--- src/rtl/stream_output_handler.sv ---
// -----------------------------------------------------------------------------
// stream_output_handler
//
// Return path of the accelerator. Alignment hits and end-of-query events from
// the Engine are formatted into 128-bit records and pushed into a
// first-word-fall-through FIFO, which drives the PCIe stream output. The
// number of hits accepted since the last end-of-query event is counted and
// reported in the DONE record.
//
// Record layouts (unlisted bits are zero):
//   HIT : [25:0] ref_pos, [47:32] query_pos, [63:60] 4'h1,
//         [95:80] query_id, [127:96] score
//   DONE: [31:0] hit count (zero-extended), [63:60] 4'h2, [95:80] query_id
//
// Parameters
//   DEPTH      record FIFO depth, power of two, >= 2
//   HIT_CNT_W  hit counter width (1..32), saturates at all-ones
//
// Ports
//   clk, rst_n          engine clock, asynchronous active-low reset
//   hit_valid/hit_rdy   hit handshake, fields hit_query_id/ref_pos/query_pos/score
//   done_valid/done_rdy end-of-query handshake, field done_query_id
//   so_valid/so_rdy     stream output handshake, record on so_data
//   busy                high while the FIFO holds at least one record
// -----------------------------------------------------------------------------
module stream_output_handler #(
    parameter int DEPTH     = 16,
    parameter int HIT_CNT_W = 32
) (
    input  logic         clk,
    input  logic         rst_n,
    input  logic         hit_valid,
    output logic         hit_rdy,
    input  logic [15:0]  hit_query_id,
    input  logic [25:0]  hit_ref_pos,
    input  logic [15:0]  hit_query_pos,
    input  logic [31:0]  hit_score,
    input  logic         done_valid,
    output logic         done_rdy,
    input  logic [15:0]  done_query_id,
    output logic         so_valid,
    output logic [127:0] so_data,
    input  logic         so_rdy,
    output logic         busy
);

    localparam int AW = $clog2(DEPTH);
    localparam int OW = AW + 1;
    localparam logic [OW-1:0] OCC_ONE  = OW'(1);
    localparam logic [OW-1:0] OCC_FULL = OW'(DEPTH);
    localparam logic [HIT_CNT_W-1:0] CNT_ONE = HIT_CNT_W'(1);

    // Fill state of the FIFO as seen by the output side.
    typedef enum logic [1:0] {
        ST_EMPTY,
        ST_HOLD,
        ST_FULL
    } state_t;

    state_t               r_state;
    state_t               w_state_next;

    logic [127:0]         r_mem [DEPTH];
    logic [AW-1:0]        r_wr_ptr;
    logic [AW-1:0]        r_rd_ptr;
    logic [OW-1:0]        r_occ;
    logic [HIT_CNT_W-1:0] r_hit_cnt;
    logic [127:0]         r_so_data;

    logic                 w_hit_rdy;
    logic                 w_done_rdy;
    logic                 w_so_valid;
    logic                 w_hit_acc;
    logic                 w_done_acc;
    logic                 w_wr;
    logic                 w_rd;
    logic [127:0]         w_wr_data;
    logic [OW-1:0]        w_occ_next;
    logic [AW-1:0]        w_rd_ptr_next;
    logic [127:0]         w_head_next;

    // ------------------------------------------------------------------
    // FSM: state register
    // ------------------------------------------------------------------
    always_ff @(posedge clk or negedge rst_n) begin
        // NOTE: sequential state uses non-blocking assignments so every
        // register samples the pre-edge values regardless of block order.
        if (!rst_n) begin
            r_state <= ST_EMPTY;
        end else begin
            r_state <= w_state_next;
        end
    end

    // ------------------------------------------------------------------
    // FSM: handshakes and next state. Readiness depends on the registered
    // state only, so so_rdy never reaches hit_rdy/done_rdy combinationally;
    // a read on a full FIFO frees a slot only from the next cycle on.
    // ------------------------------------------------------------------
    always_comb begin
        // NOTE: every output of this block is assigned before any branch,
        // so no path can leave a value unassigned and infer a latch.
        w_state_next = r_state;
        w_hit_rdy    = (r_state != ST_FULL);
        // A presented hit blocks the done event so the done record can
        // never overtake a hit of the same cycle.
        w_done_rdy   = (r_state != ST_FULL) && !hit_valid;
        w_so_valid   = (r_state != ST_EMPTY);
        w_hit_acc    = hit_valid && w_hit_rdy;
        w_done_acc   = done_valid && w_done_rdy;
        w_wr         = w_hit_acc || w_done_acc;
        w_rd         = w_so_valid && so_rdy;

        unique case (r_state)
            ST_EMPTY: begin
                if (w_wr) w_state_next = ST_HOLD;
            end
            ST_HOLD: begin
                if (w_wr && !w_rd && (r_occ == OCC_FULL - OCC_ONE)) begin
                    w_state_next = ST_FULL;
                end else if (w_rd && !w_wr && (r_occ == OCC_ONE)) begin
                    w_state_next = ST_EMPTY;
                end
            end
            ST_FULL: begin
                if (w_rd) w_state_next = ST_HOLD;
            end
            default: w_state_next = ST_EMPTY;
        endcase
    end

    // ------------------------------------------------------------------
    // Record formatting, occupancy and next FIFO head
    // ------------------------------------------------------------------
    always_comb begin
        w_wr_data = '0;
        if (w_hit_acc) begin
            w_wr_data = {hit_score, hit_query_id, 16'h0000, 4'h1, 12'h000,
                         hit_query_pos, 6'b000000, hit_ref_pos};
        end else if (w_done_acc) begin
            w_wr_data = {32'h0000_0000, done_query_id, 16'h0000, 4'h2, 28'h000_0000,
                         32'(r_hit_cnt)};
        end

        w_occ_next = r_occ;
        unique case ({w_wr, w_rd})
            2'b10:   w_occ_next = r_occ + OCC_ONE;
            2'b01:   w_occ_next = r_occ - OCC_ONE;
            default: w_occ_next = r_occ;
        endcase

        w_rd_ptr_next = r_rd_ptr + AW'(w_rd);

        // so_data is a register holding the head of the queue after this
        // edge. When the queue drains it keeps its last value. When the
        // written record becomes the head, it bypasses the memory.
        w_head_next = r_so_data;
        if (w_occ_next != '0) begin
            if (w_wr && ((r_occ == '0) || ((r_occ == OCC_ONE) && w_rd))) begin
                w_head_next = w_wr_data;
            end else begin
                w_head_next = r_mem[w_rd_ptr_next];
            end
        end
    end

    // ------------------------------------------------------------------
    // Record storage
    // ------------------------------------------------------------------
    // NOTE: the record array has no reset; a slot is only read after it has
    // been written, and keeping reset off the array lets it map to RAM.
    always_ff @(posedge clk) begin
        if (w_wr) begin
            r_mem[r_wr_ptr] <= w_wr_data;
        end
    end

    // ------------------------------------------------------------------
    // Pointers, occupancy, output register, hit counter
    // ------------------------------------------------------------------
    always_ff @(posedge clk or negedge rst_n) begin
        if (!rst_n) begin
            r_wr_ptr  <= '0;
            r_rd_ptr  <= '0;
            r_occ     <= '0;
            r_so_data <= '0;
            r_hit_cnt <= '0;
        end else begin
            if (w_wr) r_wr_ptr <= r_wr_ptr + AW'(1);
            r_rd_ptr  <= w_rd_ptr_next;
            r_occ     <= w_occ_next;
            r_so_data <= w_head_next;

            if (w_done_acc) begin
                r_hit_cnt <= '0;
            end else if (w_hit_acc && (r_hit_cnt != '1)) begin
                r_hit_cnt <= r_hit_cnt + CNT_ONE;
            end
        end
    end

    assign hit_rdy  = w_hit_rdy;
    assign done_rdy = w_done_rdy;
    assign so_valid = w_so_valid;
    assign so_data  = r_so_data;
    assign busy     = w_so_valid;

endmodule

--- config.mk ---
export PLATFORM = sky130hd
export DESIGN_NAME = stream_output_handler
export DESIGN_NICKNAME = d
export VERILOG_FILES = /design/src/rtl/stream_output_handler.sv
export SDC_FILE = /design/constraint.sdc
export NUM_CORES = 2
export LEC_CHECK = 0
export ABC_CLOCK_PERIOD_IN_PS = 8600
export BUFFER_PORTS_ARGS = -buffer_cell sky130_fd_sc_hd__buf_2
export CORE_ASPECT_RATIO = 0.9
export CORE_MARGIN = 2
export CORE_UTILIZATION = 32
export DETAILED_ROUTE_END_ITERATION = 16
export PLACE_DENSITY_LB_ADDON = 0.12
export SETUP_SLACK_MARGIN = 0.05
export SYNTH_ARGS = -nofsm -noshare
export SYNTH_HDL_FRONTEND = slang
export SYNTH_SLANG_ARGS = --single-unit
--- constraint.sdc ---
create_clock -name clk -period 8.6 [get_ports clk]
set_input_delay 1.29 -clock clk [delete_from_list [all_inputs] [get_ports clk]]
set_output_delay 1.29 -clock clk [all_outputs]
set_load 0.01 [all_outputs]
# Word-level counts from Yosys, hierarchy flattened
# Memories as Yosys holds them, arrays and structs flattened.
# Index checks and enable logic that the tools add are counted.
# totals
register_bits,175
ram_bits,2048
in_bits,111
mem_count,1
# op_classes
n_addsub,5
n_eq_ne,11
muxes,13
n_reduce_logical,22
# mem_list
name,words,word_bits,rd,rd_ports_with_merged_regs,write_ports,line,rtl
r_mem,16,128,1,0,1,63,logic [127:0] r_mem [DEPTH];
# ops
op,n
2-to-1 mux 128 bit,2
2-to-1 mux 96 bit,1
2-to-1 mux 32 bit,2
adder 32 x 1 -> 32 bit (second input constant),1
inequality test 32 bit (second input constant),1
logical AND 1 bit,11
one-hot mux 5 bit (2 select lines),1
2-to-1 mux 2 bit,4
inequality test 2 bit (second input constant),3
one-hot mux 2 bit (3 select lines),1
adder 5 x 1 -> 5 bit (second input constant),1
== test 5 x 1 -> 1 bit (second input constant),1
== test 5 x 4 -> 1 bit (second input constant),1
logical NOT 5 bit,1
nonzero test 5 bit,1
subtractor 5 x 1 -> 5 bit (second input constant),1
adder 4 x 1 -> 4 bit,1
adder 4 x 1 -> 4 bit (second input constant),1
== test 2 x 1 -> 1 bit (second input constant),2
== test 2 bit (second input constant),2
nonzero test 2 bit,2
logical NOT 1 bit,3
inequality test 3 bit (second input constant),1
AND reduction 3 bit,1
other kinds (3),5

# Longest topological paths before layout
# depth
depth_word,10
ltp_mapped,15

# Worst setup path before layout
# No wires, ideal clock.
# synth_path
kind,input to register
from,input hit_valid
to,"memory r_mem[4][0], enable pin"
setup_time_ns,0.468
t_arrival_ns,4.056
t_required_ns,8.132
path_slack_ns,4.076
path_stages,5
path_buffers,0
cell_sequence,o21ai_1 -> inv_2 -> nand2_1 -> nor2_1 -> and2_1
# synth_via
elab_chain_cells,6
word_cells_on_any_way,7
classes_between,mux: 2; reduce/logical: 5
# synth_rtl
item,line,rtl
from (decl),32,"input logic hit_valid,"
logical NOT 1 bit,107,w_done_rdy = (r_state != ST_FULL) && !hit_valid;
logical AND 1 bit,107,
logical AND 1 bit,110,w_done_acc = done_valid && w_done_rdy;
logical OR 1 bit (*),111,w_wr = w_hit_acc || w_done_acc;
named net w_wr,75,logic w_wr;
2-to-1 mux 1 bit (*),173,if (w_wr) begin
2-to-1 mux 1 bit (not written as such) (*),174,r_mem[r_wr_ptr] <= w_wr_data;
to (decl),63,
# The timed path passes the listed nets; every way through them passes the cells marked *.

# Worst setup path in the final report
# layout_path
from,register r_state[0]
to,register r_so_data[89] (netlist: so_data[89])
# layout_via
elab_chain_cells,7
word_cells_on_any_way,19
classes_between,add/sub: 1; eq/ne: 3; mux: 4; reduce/logical: 10; memory: 1
# layout_rtl
item,line,rtl
from (decl),60,state_t r_state;
from (signal assigned),91,r_state <= w_state_next;
inequality test 2 bit (*),"104, 107",
logical AND 1 bit,107,
logical AND 1 bit,110,
logical OR 1 bit (*),111,
named net w_wr,75,
== test 2 x 1 -> 1 bit / == test 2 bit (equally long branches),146,"unique case ({w_wr, w_rd})"
one-hot mux 5 bit (2 select lines),146,
nonzero test 5 bit,158,if (w_occ_next != '0) begin
to (signal assigned),192,r_so_data <= w_head_next;
to (decl),68,logic [127:0] r_so_data;
# Marked as above.
# A chain may end at the register's enable or synchronous reset.

==> impl_metrics.json <==
{
  "status": "finished, final reports clean",
  "clk_path_buf_depth": 3,
  "grt_max_degree": 150,
  "dieArea_um2": 214400,
  "dp.cells": 6490,
  "synth_edf_count": 1568,
  "crit_path_end_kind": "flip-flop",
  "ctsResizeCount": 0,
  "vias": 34454,
  "syn_area_um2": 67440,
  "syn_inst": 3625,
  "whs_ns": 0.4341,
  "fin_cells": 6831,
  "ios": 243,
  "grt-ovfl-total": 0,
  "grt_util_all_layers_pct": 17.74,
  "p_seq_share_pct": 36.8,
  "dr.pass1.iters": 6,
  "synth_area_leaders": "edfxtp_1 70%, mux4_2 13%, dfrtp_1 5.4%",
  "via_per_inst": 5.044,
  "p_sw_share_pct": 35.28,
  "synthAdderAreaFrac_pct": 0.2597,
  "synth_top_family_by_area": "multiplexers",
  "fin_crit_ns": 4.410,
  "fill_cells": 19452,
  "tns_ns": 0,
  "die_w_um": 487.9,
  "htree_levels": 4,
  "synth_top_cell_by_area": "edfxtp_1",
  "synth_most_common_cell": "edfxtp_1",
  "irDropWorstVdd_mv": 0.4531,
  "reg2reg_setup_slack_ns": 4.19,
  "rsz0062_at_grt": "no",
  "async_reset_ff_share_pct": 8.465,
  "antenna_found_initial": 7,
  "cts-root-buf": "clkbuf_16",
  "ys_top_cells_by_count": "1,568 x edfxtp_1, 468 x nand2_1, 392 x mux4_2",
  "yosys.area_share.simple_pct": 6.334,
  "nets": 3983,
  "r2r-start": "r_state[0]$_DFFE_PN0P_",
  "path_max_fanout": 73,
  "p_int_mw": 19.46,
  "wirelength_mm": 191.1,
  "finalPower_mw": 30.07,
  "cts_sinks": 1713,
  "syn_avg_cell_area_um2": 18.60,
  "leakage_nw": 26.03,
  "final_util_pct": 37.06,
  "yosys.cell_types.count": 52,
  "drv_slew": 0,
  "worst_pin_slew_ns": 1.180,
  "yosysSeqAreaShare_pct": 75.20,
  "p_per_area_nw_per_um2": 388.1,
  "synth.top_cell.area_share_pct": 69.82,
  "hold_violations": 0,
  "portBuffers": 212,
  "clk_pin_slew_ns": 0.06,
  "ys_seq_elements": 1713,
  "drive_above_1_share_pct": 23.50,
  "drc": 0,
  "rows": 159,
  "arrival_ns": 5.11,
  "cap_violations": 0,
  "reg2regPathDepth": 12,
  "drt_iter0_drc": 2751,
  "start_util_pct": 32.25,
  "post-cts-setup-buffers": 0,
  "cts_buffers": 183,
  "cts-hold-fix-buffers": 0,
  "r2r-end": "so_data[89]$_DFFE_PN0P_",
  "p_comb_share_pct": 37.5,
  "wl_per_cell_um": 27.98,
  "synth_mux_area_share_pct": 13.81,
  "cp-startpoint": "r_state[0]$_DFFE_PN0P_",
  "antenna_left": 0,
  "fin_skew_ns": 0.03604,
  "grt_pass1_vias": 36005,
  "max_freq_mhz": 226.8,
  "min_period_over_period_pct": 51.28,
  "cts_tree": "built",
  "area_growth_pct": 14.89,
  "grt_pass1_wl_mm": 271.1,
  "core_area_um2": 209100,
  "p_sw_mw": 10.61,
  "final-setup-viol-count": 0,
  "worstSetupStartpointType": "flip-flop",
  "clock_latency_ns": 0.81,
  "hold_path.class": "primary input to async pin",
  "slew-limit-headroom_pct": 21.34,
  "cp.required_ns": 9.30,
  "critPathKind": "flip-flop to flip-flop",
  "hpwl_mm": 89.77,
  "ys_warn_count": 0,
  "synth-compound-area-share_pct": 2.061,
  "ys_dominant_reg_cell": "edfxtp_1",
  "gp_congestion": 0.6934,
  "clkPwrFrac_pct": 25.7,
  "synth_xor_area_share_pct": 0.3636,
  "die_h_um": 439.5
}
[metal layers]
layer | up-vias | wire, um | global-route usage [%]
li1 | 14861 | - | -
met1 | 18658 | 84640 | 23.95
met2 | 679 | 95200 | 29.96
met3 | 246 | 7425 | 2.920
met4 | 10 | 3807 | 4.188
met5 | - | 59 | 0
[placed cells by master (no fill, tap or decap), types with 15 or more instances in the layout]
cell,count
clkinv_1,35
mux2i_1,47
and2_4,16
and3_1,98
clkbuf_16,186
dfrtp_1,145
xor2_1,23
buf_2,211
nand4_1,15
edfxtp_1,1568
mux4_2,392
clkinv_2,25
a31oi_1,98
a22o_1,42
nand3_1,189
buf_12,22
a21oi_1,47
conb_1,30
nand2_1,467
clkbuf_1,57
buf_4,33
nor2_1,128
[per-stage QoR]
step           worst slack, ns  cell area (um^2)
2_1_floorplan            4.076             67550
3_3_place_gp             3.484             71690
3_5_place_dp             3.386             71690
4_1_cts                  4.116             77480
5_1_grt                  3.857             77480
6_report                 4.190             77480
[cells by family after synthesis]
group,count (synthesis)
compound gates,211
xor+xnor,28
simple gates,955
other cells,1
fa+ha+maj,14
buf+inv,263
mux,440
flops,1713
[critical path: stages (launching register included)]
cell,delay (ns)
dfrtp_1,0.40
nand2b_4,0.34
o21ai_1,0.28
inv_2,0.25
ha_1,0.38
a22oi_1,0.13
or3_1,0.34
nand4_1,0.11
a2111o_2,0.12
buf_4,0.86
buf_4,0.81
nor2_1,0.08
a21oi_1,0.13
[final cells by class]
| cell class | instances | area [um^2] | area share, % |
|---|---|---|---|
| sequential | 1713 | 50710 | 65.45 |
| multi-input combinational | 1678 | 15620 | 20.16 |
| clock buffer | 255 | 5034 | 6.497 |
| inverter | 15 | 71.32 | 0.09205 |
| clock inverter | 84 | 753.2 | 0.9721 |
| tap | 2817 | 3525 | 4.549 |
| timing repair buffer | 267 | 1759 | 2.270 |
| antenna | 2 | 5.005 | 0.006459 |
[registers in the layout, indices dropped and copies added, names as in the netlist]
register and cells:
r_rd_ptr 4, so_data 98, r_state 2, r_occ 5, r_hit_cnt 32, r_wr_ptr 4
r_mem 1568
[power groups by stage]
| stage | clock (mW) | sequential [mW] | combinational (mW) |
|---|---|---|---|
| floorplan | 0 | 11.2 | 7.75 |
| global placement | 0 | 11.3 | 11.7 |
| detailed placement | 0 | 11.3 | 11.6 |
| CTS | 7.92 | 11.1 | 11.7 |
| global route | 8.24 | 11.2 | 12.3 |
| finish | 7.72 | 11.1 | 11.3 |
[how the worst max path moves through the flow]
stage | depth (start not counted) | to
floorplan | 5 | r_mem[4][0]$_DFFE_PP_
global placement | 12 | so_data[124]$_DFFE_PN0P_
detailed placement | 11 | so_data[124]$_DFFE_PN0P_
CTS | 12 | so_data[89]$_DFFE_PN0P_
global route | 12 | so_data[88]$_DFFE_PN0P_
finish | 12 | so_data[89]$_DFFE_PN0P_
No activity file was read; power rests on OpenSTA's default activity.
